==> config.mk <==
export PLATFORM = sky130hd
export DESIGN_NAME = collision_ctrl
export DESIGN_NICKNAME = d
export VERILOG_FILES = /design/src/rtl/game_pkg.sv /design/src/rtl/frame_tick.sv /design/src/rtl/collision_ctrl.sv
export SDC_FILE = /design/constraint.sdc
export NUM_CORES = 1
export LEC_CHECK = 0
export BUFFER_PORTS_ARGS = -buffer_cell sky130_fd_sc_hd__buf_2
export CORE_AREA = 2 2 56 79
export DETAILED_ROUTE_END_ITERATION = 10
export DIE_AREA = 0 0 58 81
export PLACE_DENSITY = 0.77
export SLEW_MARGIN = 5
export SYNTH_ARGS = -nofsm -noshare
export SYNTH_HDL_FRONTEND = slang
export SYNTH_SLANG_ARGS = --single-unit
export TNS_END_PERCENT = 10
==> constraint.sdc <==
create_clock -name clk -period 2.7 [get_ports clk]
set_clock_uncertainty 0.1 [all_clocks]
set_input_delay 0.54 -clock clk [delete_from_list [all_inputs] [get_ports clk]]
set_output_delay 0.54 -clock clk [all_outputs]
set_load 0.005 [all_outputs]
==> src/rtl/game_pkg.sv <==
// Shared raster constants and arbiter state encoding
// for the game video pipeline.
package game_pkg;

    localparam logic [9:0] H_MAX = 10'd799;
    localparam logic [9:0] V_MAX = 10'd520;
    localparam logic [9:0] H_VIS = 10'd640;
    localparam logic [9:0] V_VIS = 10'd480;

    localparam logic [1:0] LIVES_INIT = 2'd3;

    typedef enum logic [1:0] {
        SCAN    = 2'd0,
        RESOLVE = 2'd1,
        CLEAR   = 2'd2
    } state_t;

endpackage

==> src/rtl/frame_tick.sv <==
// Combinational one-clk tick on the last pixel strobe
// of a frame.
module frame_tick
    import game_pkg::*;
(
    input  logic       pix_en,
    input  logic [9:0] x,
    input  logic [9:0] y,
    output logic       tick
);

    assign tick = pix_en && (x == H_MAX) && (y == V_MAX);

endmodule

==> src/rtl/collision_ctrl.sv <==
// Per-frame collision arbiter: latches overlaps during the
// visible raster and resolves them once at frame end.
module collision_ctrl
    import game_pkg::*;
#(
    parameter int INVULN_FRAMES = 120,
    parameter int SCORE_MAX     = 9999
) (
    input  logic        clk,
    input  logic        rst,
    input  logic        pix_en,
    input  logic [9:0]  x,
    input  logic [9:0]  y,
    input  logic        pause,
    input  logic        game_start_on,
    input  logic        p_on,
    input  logic        pb_on,
    input  logic        e_r_on,
    input  logic        e_active,
    input  logic        eb_on,
    output logic        hit_r_enemy,
    output logic        hit_player,
    output logic [1:0]  lives,
    output logic        invuln,
    output logic [13:0] score,
    output logic        game_over
);

    localparam int CW = $clog2(INVULN_FRAMES + 1);

    state_t        state;
    state_t        state_nx;
    logic          frame_end;
    logic          flag_e;
    logic          flag_p;
    logic [CW-1:0] cnt;
    logic          visible;
    logic          sample;
    logic          do_res;
    logic          hit_e_nx;
    logic          hit_p_nx;
    logic          flush;

    frame_tick u_tick (
        .pix_en (pix_en),
        .x      (x),
        .y      (y),
        .tick   (frame_end)
    );

    assign visible = (x < H_VIS) && (y < V_VIS);
    assign sample  = (state == SCAN) && pix_en && !pause
                     && !game_over && visible;
    assign do_res  = (state == RESOLVE) && !pause && !game_over;
    assign hit_e_nx = do_res && flag_e;
    assign hit_p_nx = do_res && flag_p && (cnt == '0);
    assign invuln   = (cnt != '0);

    // Pause drops any half-collected frame so it cannot leak into the next
    assign flush = (state == CLEAR) || game_over
                   || (pause && (frame_end || state != SCAN));

    always_comb begin
        state_nx = state;
        unique case (state)
            SCAN:    if (frame_end && !pause) state_nx = RESOLVE;
            RESOLVE: state_nx = CLEAR;
            CLEAR:   state_nx = SCAN;
            default: state_nx = SCAN;
        endcase
        if (pause) state_nx = SCAN;
    end

    always_ff @(posedge clk or negedge rst) begin
        if (!rst) begin
            state       <= SCAN;
            flag_e      <= 1'b0;
            flag_p      <= 1'b0;
            cnt         <= '0;
            hit_r_enemy <= 1'b0;
            hit_player  <= 1'b0;
            lives       <= LIVES_INIT;
            score       <= '0;
            game_over   <= 1'b0;
        end else if (game_start_on) begin
            state       <= SCAN;
            flag_e      <= 1'b0;
            flag_p      <= 1'b0;
            cnt         <= '0;
            hit_r_enemy <= 1'b0;
            hit_player  <= 1'b0;
            lives       <= LIVES_INIT;
            score       <= '0;
            game_over   <= 1'b0;
        end else begin
            state       <= state_nx;
            hit_r_enemy <= hit_e_nx;
            hit_player  <= hit_p_nx;
            if (hit_e_nx && score != 14'(SCORE_MAX))
                score <= score + 14'd1;
            if (hit_p_nx) begin
                if (lives != 2'd0) lives <= lives - 2'd1;
                if (lives <= 2'd1) game_over <= 1'b1;
                cnt <= CW'(INVULN_FRAMES);
            end else if (do_res && cnt != '0) begin
                cnt <= cnt - CW'(1);
            end
            if (flush) begin
                flag_e <= 1'b0;
                flag_p <= 1'b0;
            end else if (sample) begin
                if (pb_on && e_r_on && e_active) flag_e <= 1'b1;
                if (p_on && (e_r_on || eb_on))   flag_p <= 1'b1;
            end
        end
    end

endmodule

Word level (Yosys, flattened, before mapping)
Index checks and enable logic that the tools add are counted.
Word-level totals
  flip-flop bits (word level): 30
  bits in writable memories: 0
  word-level logic and storage cells: 88
  memories: 0
  bits in latches: 0
  input port bits: 30
  memory bits (read-only): 0
  output and inout port bits: 20
Cells by class
  order comparisons: 3
  bitwise operators: 0
  add/sub/neg operators: 3
  $mul: 0
  reductions and logical operators: 42
  shift-type cells: 0
  div/mod/pow operators: 0
  equal/unequal tests: 6
  multiplexer cells: 25
Operator list (count)
  14-bit 2-to-1 mux: 2
  7-bit 2-to-1 mux: 3
  10-bit equality test (second input constant): 2
  1-bit logical AND: 19
  14-bit by 1-bit adder with 14-bit output (second input constant): 1
  14-bit != test (second input constant): 1
  1-bit 2-to-1 mux: 13
  2-bit 2-to-1 mux: 6
  2-bit nonzero test: 6
  3-bit nonzero test: 4
  10-bit less-than comparator (second input constant): 1
  10-bit by 9-bit less-than comparator with 1-bit output (second input constant): 1
  2-bit AND reduction: 4
  7-bit zero test: 1
  7-bit nonzero test: 1
  7-bit by 1-bit subtractor with 7-bit output (second input constant): 1
  1-bit logical OR: 4
  4-bit by 3-bit != test with 1-bit output (second input constant): 1
  2-bit one-hot mux with 2 select lines: 1
  2-bit by 1-bit equality test with 1-bit output (second input constant): 1
  2-bit equality test (second input constant): 1
  2-bit by 1-bit less-or-equal comparator with 1-bit output (second input constant): 1
  1-bit zero test: 2
  2-bit zero test: 1
  2-bit by 1-bit subtractor with 2-bit output (second input constant): 1

Logic depth before layout (Yosys ltp)
  depth after elaboration: 8
  mapped depth: 6
  depth with buffers taken out: 6

Modules after synthesis
From an unflattened synthesis, not the netlist that was laid out.
Second synthesis, totals
  cell total of the unflattened synthesis: 188
  area, all modules: 1745.4 µm²
Modules (own cells, without submodules)
  collision_ctrl: instances 1, area each 1680.4 µm², cells each 180, seq. area each 753.2 µm²
  frame_tick: instances 1, area each 65.1 µm², cells each 8, seq. area each 0.0 µm²

Worst setup path before layout
No wires, ideal clock.
  path type: in2reg
  start: input port pause
  end: register score[4]
  stages: 4
  buffers on the path: 0
  setup slack: 780 ps
  required time: 2522 ps
  library setup time: 78 ps
  arrival: 1743 ps
  cell sequence: nor4b_4 -> nand2_4 -> or4_1 -> a21oi_1
On the way
  cells in the longest elaborated chain, start to end: 6
RTL lines
  start, declared: line collision_ctrl.sv:14  | input logic pause,
  1-bit zero test: line collision_ctrl.sv:54  | assign do_res = (state == RESOLVE) && !pause && !game_over;
  1-bit logical AND (2 in a row): line collision_ctrl.sv:54
  1-bit logical AND: line collision_ctrl.sv:55  | assign hit_e_nx = do_res && flag_e;
  1-bit logical AND: line collision_ctrl.sv:99  | if (hit_e_nx && score != 14'(SCORE_MAX))
  2-bit nonzero test (no line)
  end signal, assigned: line collision_ctrl.sv:100  | score <= score + 14'd1;
  end, declared: line collision_ctrl.sv:25  | output logic [13:0] score,
Every way passes these cells.
A chain may end at the register's enable or synchronous reset.

Worst setup path in the final report
  start: register cnt[0]
  end: output port invuln
On the way
  cells in the longest elaborated chain, start to end: 1
RTL lines
  start, declared: line collision_ctrl.sv:36  | logic [CW-1:0] cnt;
  start signal, assigned: line collision_ctrl.sv:104  | cnt <= CW'(INVULN_FRAMES);
  start signal, assigned: line collision_ctrl.sv:106  | cnt <= cnt - CW'(1);
  7-bit nonzero test: line collision_ctrl.sv:57  | assign invuln = (cnt != '0);
  end, declared: line collision_ctrl.sv:24  | output logic invuln,
Every way passes these cells.

==> summary.md <==
| Metric | Value |
|---|---|
| Status | completed |
| Tightest Hold Check Type | primary input to async pin |
| Setup violations, final | 0 |
| Sequential share of the synthesized area | ~43% |
| Worst slew pin tran | 0.657 ns |
| Place WS | 0.576 ns |
| Core area | 4060 µm² |
| Gpl congestion | 0.817 |
| Flops & latches, synth | 30 |
| Drt pass-1 iters | 4 |
| Root Buffer | clkbuf_8 |
| Antenna Nets Post-Route | 0 |
| Port Buffer Count | slightly below 50 |
| Fin Setup TNS | 0 ns |
| Gr ovfl total | 0 |
| CTS tree | built |
| DP Wirelength | 2950 µm |
| Synth top area cells | dfrtp_1 (40%), a21oi_1 (3.4%), nand4_1 (3.2%), dfstp_2 (3.0%), nor2_1 (3.0%) |
| Number of synthesized flops with an enable pin | 0 |
| WS Path Type | register to primary output |
| Peak supply drop | 0.000313 V |
| Placed Area | 2010 µm² |
| Initial antenna violation count | 0 |
| Final WL | 4040 µm |
| Crit path max fanout | 8 |
| Crit end category | primary output |
| Syn_nets | 215 |
| Max-cap violations | 0 |
| Crit path cell chain | inv_1, ha_1, nor3b_2, nand2_1, buf_2 |
| # clock sinks | 30 |
| Post-CTS Setup Inserts | 0 |
| Sequential Power Share | 47.4% |
| First-pass GRT wire length | between 6000 and 7000 µm |
| IO Count | 50 |
| Die Span Y | 81 µm |
| Share of layout cells above drive strength 1 | 29.4% |
| Static Leak | 1.00 nW |
| Syn Std Cell Area | 1750 µm² |
| Slowest stage delay, CP | 0.42 ns |
| Finished Core Util | 52.2% |
| Synth cell count leaders | dfrtp_1 (28), nor2_1 (14), nand2_1 (13), a21oi_1 (12) |
| Area leader, netlist | dfrtp_1 |
| Mapped Cells | about 180 |
| P&R area growth vs syn | 21.0% |
| Die area | 4700 µm² |
| Setup ws final | around 0.30 ns |
| WP data required | just over 2 ns |
| Internal power | between 0.7 and 0.8 mW |
| Final instance area | 2120 µm² |
| Clock power share | 47.2% |
| Unique masters post-synth | 51 |
| Logic pwr share | 5.4% |
| Slew HR | 56.2% |
| Crit path launch type | register |
| F_max | 417 MHz |
| Number of diodes | 0 |
| Clock buffer depth | 2 |
| DR vias | between 1500 and 2000 |
| Yosys top cell area share | 39.9% |
| WP data arrival | 1.76 ns |
| NetSw | 0.209 mW |
| Total Power | 0.952 mW |
| DR WL/cell | 14.4 µm |
| Syn. warnings | 0 |
| Initial core utilization | 43.2% |
| Starting DRT DRC Count | 48 |
| Final Slew Violations | 0 |
| Num rows | 28 |
| Fin crit share | 88.8% |
| H-Tree Depth | 2 |
| Worst-Skew Late Latency | roughly 0.29 ns |
| Register clock-pin slew on the reported worst setup and hold paths | 0.07 ns |
| TritonCTS Buffers | 5 |
| Hold Vio Cnt, Final | 0 |
| Total track usage | a little under a fifth |
| Crit path time final | between 2 and 2.5 ns |
| DR DRC count | 0 |
| Net Sw Frac | 22.0% |
| Count leader, synth | dfrtp_1 |
| Crit-path slowest cell | nor3b_2 |
| Vias in the first global route | 1559 |
| Syn avg cell area | 9.64 µm² |
| Dominant synthesized flop cell | dfrtp_1 |
| Die Wd | 58 µm |
| Largest net degree at the start of global routing | 33 |
| Final #Nets | 267 |
| Unrepaired setup endpoints after global routing | no |
| Synth async-reset ratio | 100% |
| PwrDens | 449 nW/µm² |
| Via density | between 5 and 6 |
| # resized after CTS | 0 |
| Cts hold-fix bufs | 0 |
worst max-delay path: cells and delay by family, from the launching register on:
kind	cells	cell delay (ns)
fa+ha+maj	1	0.17
simple gates	2	0.64
flops	1	0.40
buf+inv	2	0.26
metal layers:
layer | share of wire, % | global-route usage [%] | wire length [µm]
met1 | 40 | 21.9 | 1610
met2 | 51 | 31.7 | 2080
met4 | 4.0 | 13.0 | 162
met5 | 0 | 0 | 0
met3 | 4.7 | 3.82 | 190
state kept, by name, indices dropped and copies added, names as in the netlist:
signal / flops
score: 14
lives: 2
game_over: 1
hit_player: 1
cnt: 7
flag_p: 1
state: 2
flag_e: 1
hit_r_enemy: 1
logic make-up (layout without fill, tap and decap cells):
kind of cell               after synthesis  in the layout  share of synthesized area [%]
muxes                                    6              6                           3.50
xor gates and xnor gates                 3              3                           1.50
buffers and inverters                   14             67                           4.78
adders and majority gates                3              3                           2.14
DFF                                     30             30                           42.9
AOI/OAI and AO/OA                       36             36                           12.8
and+or+nand+nor                         90             90                           32.4
final cells by class:
| type | count | area [µm²] |
|---|---|---|
| Sequential cell | 30 | 753 |
| Timing Repair Buffer | 50 | 253 |
| Fill cell | 385 | 1940 |
| Tap cell | 45 | 56.3 |
| Clock buffer | 5 | 68.8 |
| Clock inverter | 3 | 40.0 |
| Inverter | 9 | 33.8 |
| Multi-Input combinational cell | 138 | 917 |
path summary, 6_finish.rpt:
kind / from / to / slack (ns) / depth (start not counted)
max: cnt[0] / invuln / 0.30 / 5
min: rst / score[7] / 0.17 / 1
max reg2reg: score[4] / score[0] / 0.61 / 4
min reg2reg: cnt[1] / cnt[1] / 0.45 / 2
max in group asynchronous: rst / cnt[3] / 1.90 / 1
min in group clk: pause / state[1] / 0.41 / 2
metrics by stage:
stage	std cells	hold WS, ns
CTS	280	0.198
global route	280	0.238
detailed placement	272	0.441
global placement	272	0.429
floorplan	182	0.144
finish	280	0.170
placed cells by master, fill, tap and decap left out, types with 3 or more instances in the layout:
| cell | count |
|---|---|
| inv_1 | 9 |
| nor4_1 | 4 |
| mux2i_1 | 5 |
| or3_1 | 8 |
| clkbuf_8 | 5 |
| ha_1 | 3 |
| nand2_1 | 13 |
| dfrtp_1 | 28 |
| nor3_1 | 7 |
| nor4b_1 | 3 |
| nand4_1 | 9 |
| nand3_1 | 10 |
| a21oi_1 | 12 |
| o21ai_0 | 10 |
| and3_1 | 3 |
| nor2_1 | 14 |
| buf_2 | 49 |
power groups by stage:
stage	Clock, mW	Combinational, mW	Sequential [mW]
detailed placement	0	0.0521	0.460
floorplan	0	0.0179	0.459
finish	0.450	0.0512	0.452
CTS	0.456	0.0522	0.451
global route	0.471	0.0582	0.451
global placement	0	0.0512	0.460
No activity file was read; power rests on OpenSTA's default activity.
